[src/rtl/opcode_sel_sched.sv]
// Opcode FIFO + priority-class scheduler granting the shared 2-bit bus for HOLD_A/B/C cycles.
// Grant appears one edge after the pop; op_ready drops only when the FIFO is full (no pass-through).
module opcode_sel_sched #(
   parameter int DEPTH  = 4,
   parameter int HOLD_A = 1,
   parameter int HOLD_B = 2,
   parameter int HOLD_C = 3
) (
   input  logic                     clk,
   input  logic                     rst_n,
   input  logic                     op_valid,
   output logic                     op_ready,
   input  logic [3:0]               opcode,
   input  logic [1:0]               a,
   input  logic [1:0]               b,
   input  logic [1:0]               c,
   output logic                     out_valid,
   output logic [1:0]               out_data,
   output logic [1:0]               out_sel,
   output logic                     illegal,
   output logic                     busy,
   output logic [$clog2(DEPTH):0]   count
);
   localparam int AW = $clog2(DEPTH);
   localparam logic [AW:0] L_DEPTH = (AW+1)'(DEPTH);

   typedef enum logic {S_IDLE, S_GRANT} state_t;

   logic [3:0]    r_mem [DEPTH];
   logic [AW-1:0] r_wptr;
   logic [AW-1:0] r_rptr;
   logic [AW:0]   r_count;
   state_t        r_state;
   logic [3:0]    r_hold;
   logic          r_valid;
   logic [1:0]    r_sel;
   logic [1:0]    r_data;
   logic          r_illegal;

   logic          w_push;
   logic          w_pop;
   logic [3:0]    w_head;
   logic [1:0]    w_new_sel;
   logic [3:0]    w_new_hold;
   logic [1:0]    w_new_data;
   logic [1:0]    w_held_data;

   assign op_ready  = (r_count < L_DEPTH);
   assign w_push    = op_valid && op_ready;
   // The head is consumed whenever the bus is free: idle, or on the last cycle of a grant.
   assign w_pop     = (r_count != '0) && ((r_state == S_IDLE) || (r_hold == 4'd0));
   assign w_head    = r_mem[r_rptr];

   assign out_valid = r_valid;
   assign out_data  = r_data;
   assign out_sel   = r_sel;
   assign illegal   = r_illegal;
   assign count     = r_count;
   assign busy      = (r_state == S_GRANT) || (r_count != '0);

   always_comb begin
      w_new_sel  = 2'b00;
      w_new_hold = 4'd0;
      if (w_head[3]) begin
         w_new_sel  = 2'b01;
         w_new_hold = 4'(HOLD_A - 1);
      end else if (w_head[2]) begin
         w_new_sel  = 2'b10;
         w_new_hold = 4'(HOLD_B - 1);
      end else if (w_head[1]) begin
         w_new_sel  = 2'b11;
         w_new_hold = 4'(HOLD_C - 1);
      end
   end

   always_comb begin
      w_new_data = 2'b00;
      case (w_new_sel)
         2'b01:   w_new_data = a;
         2'b10:   w_new_data = b;
         2'b11:   w_new_data = c;
         default: w_new_data = 2'b00;
      endcase
   end

   always_comb begin
      w_held_data = 2'b00;
      case (r_sel)
         2'b01:   w_held_data = a;
         2'b10:   w_held_data = b;
         2'b11:   w_held_data = c;
         default: w_held_data = 2'b00;
      endcase
   end

   always_ff @(posedge clk) begin
      if (w_push) r_mem[r_wptr] <= opcode;
   end

   always_ff @(posedge clk or negedge rst_n) begin
      if (!rst_n) begin
         r_wptr  <= '0;
         r_rptr  <= '0;
         r_count <= '0;
      end else begin
         if (w_push) r_wptr <= r_wptr + 1'b1;
         if (w_pop)  r_rptr <= r_rptr + 1'b1;
         case ({w_push, w_pop})
            2'b10:   r_count <= r_count + 1'b1;
            2'b01:   r_count <= r_count - 1'b1;
            default: r_count <= r_count;
         endcase
      end
   end

   always_ff @(posedge clk or negedge rst_n) begin
      if (!rst_n) begin
         r_state   <= S_IDLE;
         r_hold    <= 4'd0;
         r_valid   <= 1'b0;
         r_sel     <= 2'b00;
         r_data    <= 2'b00;
         r_illegal <= 1'b0;
      end else begin
         r_illegal <= 1'b0;
         if ((r_state == S_GRANT) && (r_hold != 4'd0)) begin
            r_hold <= r_hold - 1'b1;
            r_data <= w_held_data;
         end else if (w_pop && (w_new_sel != 2'b00)) begin
            r_state <= S_GRANT;
            r_hold  <= w_new_hold;
            r_valid <= 1'b1;
            r_sel   <= w_new_sel;
            r_data  <= w_new_data;
         end else begin
            r_illegal <= w_pop;
            r_state   <= S_IDLE;
            r_hold    <= 4'd0;
            r_valid   <= 1'b0;
            r_sel     <= 2'b00;
            r_data    <= 2'b00;
         end
      end
   end
endmodule

[config.mk]
export PLATFORM = sky130hd
export DESIGN_NAME = opcode_sel_sched
export DESIGN_NICKNAME = d
export VERILOG_FILES = /design/src/rtl/opcode_sel_sched.sv
export SDC_FILE = /design/constraint.sdc
export NUM_CORES = 1
export LEC_CHECK = 0
export CAP_MARGIN = 10
export CORE_MARGIN = 4
export CORE_UTILIZATION = 40
export CTS_CLUSTER_SIZE = 16
export DETAILED_ROUTE_END_ITERATION = 16
export GPL_TIMING_DRIVEN = 1
export PLACE_DENSITY_LB_ADDON = 0.12
export RECOVER_POWER = 100
export SETUP_SLACK_MARGIN = 0.05
export SLEW_MARGIN = 20
export SYNTH_ARGS = -nofsm -noshare
export SYNTH_HDL_FRONTEND = slang
export SYNTH_SLANG_ARGS = --single-unit
[constraint.sdc]
create_clock -name clk -period 3.3 [get_ports clk]
set_input_delay 0.495 -clock clk [delete_from_list [all_inputs] [get_ports clk]]
set_output_delay 0.495 -clock clk [all_outputs]
set_load 0.005 [all_outputs]
==> results.cfg, run 1 <==
[clock_network]
clock_latency_ns = 0.27
cts_num_sinks = 29
cts_post_setup_buffers_inserted = 0
cts_hold_repair.buffers = 0
cts_buffers = 5
cts_max_path_buffers = 2
clkSlewWorstSetupHoldPaths_ns = 0.06
h-tree-depth = 2
cts_resized = 0
tritoncts = done
cts-root-buf = clkbuf_8

[logic_synthesis]
syn_avg_cell_area_um2 = 12.5
ys_seq_elements = 29
ys_seq_area_share_pct = 53.3
ys_types = 32
syn-cell-area_um2 = 1480
syn_nets = 139
synthCells = 118
ys.warnings.count = 0

[floorplanning]
die_area_um2 = 4720
core-area_um2 = 3440
rows = 21
dieHeight_um = 68.7
die_w_um = 68.7
ioPinCount = 24
initial_core_util_pct = 42.9

[setup_path]
path_common_cell = inv_1
timing.critical_path.from_type = register
critPathCaptureType = register
path_delay_family = adder cells
path_cells = inv_1, ha_1, or3b_2, a21o_1, inv_1, ha_1, inv_1, fa_1, xor2_1, nor2_1, xnor2_1
crit_type = reg -> reg
crit_slowest_cell = or3b_2
arrival_ns = 2.75
max_stage_delay_ns = 0.46
cp_max_fo = 4
path_buf_inv = 3
critPathRequiredTime_ns = 3.50

[global_route]
grt_pass1_vias = 962
antenna_found_initial = 0
overflow = 0
grt_max_degree = 18
gr-usage-all-layers_pct = 13.0
grt_pass1_wl_mm = 4.34

[finish]
final_layout_size_suffix_gt1_share_pct = 10.3
postLayoutCoreUtil_pct = 52.3
num-fill-cells = 303
antenna_cells = 0
syn_to_final_growth_pct = 22.0
final_nets = 165
layout_common_cells = dfrtp_1, dlygate4sd3_1, edfxtp_1
final_common_cell = dfrtp_1

[power]
power_density_nw_per_um2 = 888
ir_drop_mv = 0.376
leakagePower_nw = 0.736

[sta]
drv_slew = 0
fin_crit_sh_pct = 77.3
finalHoldViolCount = 0
timing.fmax_mhz = 392
finalCriticalPeriod_ns = 2.55
clock-skew-final_ns = 0.00472
grt_setup_unrepaired = false
worst_pin_slew_ns = 0.758
fin_setup_tns_ns = 0
setup-violations-final = 0
slew-limit-headroom_pct = 49.3

[route]
vias_per_cell = 4.90
drt-initial-drc-count = 35
drc = 0
wl_per_cell_um = 12.9
vias = 935
first_pass_iters = 3
antenna_left = 0
wirelength_mm = 2.46

[placed_design]
hpwl_mm = 1.92
io_buffers = 22
place.gp.congestion = 0.723

[run]
cap_violations = 0

[hold_path]
hold_class = reg -> reg

[run_status]
outcome = complete, no violations
## flip-flops by register name, summed over array words and instances, names as in the netlist
signal / cells
r_rptr: 2
r_hold: 4
out_sel: 2
r_mem: 12
r_wptr: 2
count: 3
out_valid: 1
illegal: 1
out_data: 2
## path summary, 6_finish.rpt
path / start / end / slack (ns) / depth (start not counted)
max reg2reg: r_hold[0] / count[2] / 0.75 / 11
min in group asynchronous: rst_n / r_hold[3] / 0.74 / 1
max in group asynchronous: rst_n / r_rptr[0] / 2.09 / 1
min reg2reg: r_hold[0] / r_hold[0] / 0.50 / 1
min: r_hold[0] / r_hold[0] / 0.50 / 1
max: r_hold[0] / count[2] / 0.75 / 11
## routing by layer
layer	GRT usage (%)	routed length, µm	vias to the layer above
met5	0	0	-
met4	5.84	46	0
met3	5.51	137	5
met2	20.4	1180	18
met1	15.5	1100	445
li1	-	-	467
## cells in the mapped netlist
cell type | instances | area, µm²
dfrtp_1 | 17 | 425
edfxtp_1 | 12 | 360
inv_1 | 11 | 41.3
ha_1 | 7 | 87.6
xnor2_1 | 7 | 61.3
nand2_1 | 6 | 22.5
and2_1 | 5 | 31.3
nor2_1 | 5 | 18.8
nor2b_1 | 5 | 31.3
mux2i_1 | 4 | 40.0
o21ai_0 | 4 | 20.0
mux2_2 | 3 | 33.8
mux4_2 | 3 | 67.6
nand2b_1 | 3 | 18.8
nand3_1 | 3 | 15.0
nor3_1 | 3 | 15.0
a221oi_2 | 2 | 30.0
a22oi_1 | 2 | 15.0
o22ai_1 | 2 | 12.5
o32ai_1 | 2 | 17.5
a21o_1 | 1 | 7.51
a31o_1 | 1 | 8.76
a31o_2 | 1 | 8.76
buf_2 | 1 | 5.00
buf_6 | 1 | 11.3
clkbuf_1 | 1 | 3.75
fa_1 | 1 | 20.0
mux2_4 | 1 | 15.0
o21a_1 | 1 | 7.51
o21ai_1 | 1 | 5.00
or3b_2 | 1 | 8.76
xor2_1 | 1 | 8.76
## logic make-up (layout without fill, tap and decap cells)
group                      count (synthesis)  after routing  share of synthesized area [%]
AOI/OAI and AO/OA                         17             17                           8.99
DFF                                       29             29                           53.3
buffers and inverters                     14             41                           4.16
adders and majority gates                  8              8                           7.29
and+or+nand+nor                           31             31                           10.9
xor gates and xnor gates                   8              8                           4.75
muxes                                     11             11                           10.6
## where the power goes
group	switching, mW	total [mW]	internal (mW)	leakage, nW
clock network	0.121	0.266	0.145	0.0450
logic	0.331	0.708	0.377	0.379
registers	0.120	0.624	0.505	0.313
total	0.571	1.60	1.03	0.736
## cell type report
| cell class | count | area [µm²] | area share, % |
|---|---|---|---|
| clock buffers | 6 | 72.6 | 4.03 |
| clock inverters | 2 | 10.0 | 0.556 |
| inverters | 11 | 41.3 | 2.29 |
| multi-input cells | 75 | 612 | 34.0 |
| flip-flops and latches | 29 | 786 | 43.7 |
| well taps | 46 | 57.6 | 3.20 |
| repair buffers | 22 | 220 | 12.2 |
## worst register-to-register path: stages, from the launching register on
cell     delay [ns]
dfrtp_1        0.39
inv_1          0.08
ha_1           0.13
or3b_2         0.46
a21o_1         0.25
inv_1          0.14
ha_1           0.20
inv_1          0.06
fa_1           0.37
xor2_1         0.15
nor2_1         0.11
xnor2_1        0.13
## metrics by stage
step	instance area [µm²]	total power, mW	worst slack [ns]	hold WS, ns	std cells
4_1_cts	1820	1.68	0.716	0.513	191
6_report	1800	1.60	0.750	0.504	191
3_3_place_gp	1730	1.38	0.772	0.494	183
2_1_floorplan	1480	1.17	0.935	0.199	118
3_5_place_dp	1730	1.40	0.741	0.492	183
5_1_grt	1800	1.76	0.561	0.535	191
Power figures use the tool's default switching activity.
==> inputs of run 2 (changes only) <==
clock period = 2.05 ns   (was 3.3 ns; I/O delays follow)
==> results.cfg, run 2 (same netlist as run 1, synthesis figures left out) <==
[finish]
postLayoutCoreUtil_pct = 60.7
layout_common_cells = buf_4, dfrtp_1, clkdlybuf4s50_1, edfxtp_1, dlygate4sd3_1
design_area_um2 = 2090
antenna_cells = 0
largest_register = r_mem
final_cells = 218
syn_to_final_growth_pct = 41.6
final_layout_size_suffix_gt1_share_pct = 30.2
largest_reg_flops = 12
final_common_cell = buf_4
final_nets = 192

[hold_path]
hold_class = reg -> reg

[sta]
whs_ns = 0.524
finalHoldViolCount = 0
timing.fmax_mhz = 453
drv_slew = 0
setup-violations-final = 2
finalCriticalPeriod_ns = 2.21
grt_setup_unrepaired = true
fin_crit_sh_pct = 108
fin_ws_ns = -0.159
slew-limit-headroom_pct = 38.7
worst_pin_slew_ns = 0.919
clock-skew-final_ns = 0.00752

[global_route]
grt_max_degree = 18
grt_pass1_wl_mm = 5.06
gr-usage-all-layers_pct = 14.9
antenna_found_initial = 0
overflow = 0
grt_pass1_vias = 1116

[clock_network]
tritoncts = done
cts_buffers = 5
cts_num_sinks = 29
clock_latency_ns = 0.28
cts_max_path_buffers = 2
h-tree-depth = 2
clkSlewWorstSetupHoldPaths_ns = 0.06
cts-root-buf = clkbuf_8

[run_status]
violations = setup timing
outcome = finished with violations

[power]
p_seq_share_pct = 30.2
p_sw_mw = 1.11
p_clk_share_pct = 16.9
power_density_nw_per_um2 = 1580
total_power_mw = 3.30
ir_drop_mv = 0.672
p_comb_share_pct = 52.8
p_int_mw = 2.19
leakagePower_nw = 0.882
sw_frac_of_total_pct = 33.8

[floorplanning]
rows = 21
die_w_um = 68.7
initial_core_util_pct = 42.9
ioPinCount = 24
die_area_um2 = 4720
core-area_um2 = 3440
dieHeight_um = 68.7

[setup_path]
arrival_ns = 2.41
cp_max_fo = 2
crit_type = reg -> reg
critPathCaptureType = register
timing.critical_path.from_type = register
critPathRequiredTime_ns = 2.25

[route]
vias = 1054
antenna_left = 0
vias_per_cell = 4.83
wl_per_cell_um = 13.7
wirelength_mm = 2.99
first_pass_iters = 4
drt-initial-drc-count = 42
drc = 0

[placed_design]
placedCellCount = 196
place_area_um2 = 1850
place.gp.congestion = 0.751
io_buffers = 22
hpwl_mm = 2.13

[run]
cap_violations = 0
-- run 2: routing by layer --
| metal | track usage (%) | part of all wire [%] | vias to the layer above |
|---|---|---|---|
| met5 | 0 | 0 | - |
| met4 | 5.84 | 1.6 | 0 |
| met3 | 5.02 | 5.0 | 8 |
| met2 | 26.2 | 52 | 27 |
| met1 | 16.6 | 41 | 498 |
| li1 | - | - | 521 |
-- run 2: what timing repair did --
item,4_1_cts,5_1_grt
hold buffers,0,0
gates resized for setup,4,4
buffers inserted,13,4
setup endpoints to repair,2,5
pin swaps,2,6
-- run 2: final timing paths --
| check | startpoint | to | slack [ns] | depth (start not counted) |
|---|---|---|---|---|
| worst max register to register | r_hold[0] | count[2] | -0.16 | 11 |
| min in group asynchronous | rst_n | out_data[1] | 0.67 | 2 |
| worst min-delay path | count[0] | count[0] | 0.52 | 1 |
| max in group asynchronous | rst_n | r_wptr[1] | 0.81 | 2 |
| worst min register to register | count[0] | count[0] | 0.52 | 1 |
| worst max-delay path | r_hold[0] | count[2] | -0.16 | 11 |
-- run 2: through the flow --
step | setup slack, ns | setup TNS [ns]
finish | -0.159 | -0.203
global route | -0.279 | -0.411
CTS | -0.110 | -0.110
detailed placement | -0.137 | -0.156
global placement | -0.0953 | -0.0953
floorplan | -0.117 | -0.140
-- run 2: area by class of cell --
type,instances,area (µm²)
fillers,279,1350
flip-flops and latches,29,786
clock buffers,8,111
inverters,11,41.3
repair buffers,49,415
well taps,46,57.6
multi-input cells,75,678
-- run 2: power groups by stage --
| stage | Combinational, mW | Sequential (mW) | Clock [mW] |
|---|---|---|---|
| CTS | 1.71 | 0.996 | 0.569 |
| floorplan | 0.985 | 0.944 | 0 |
| finish | 1.74 | 0.997 | 0.559 |
| global placement | 1.44 | 0.996 | 0 |
| detailed placement | 1.49 | 1.00 | 0 |
| global route | 1.93 | 1.03 | 0.602 |
-- run 2: critical path, stage by stage (launching register included) --
cell     delay, ns
dfrtp_1       0.39
inv_2         0.09
ha_4          0.12
or3b_4        0.37
a21o_1        0.21
inv_2         0.08
ha_4          0.13
inv_2         0.03
fa_2          0.32
xor2_1        0.14
nor2_1        0.13
xnor2_1       0.13
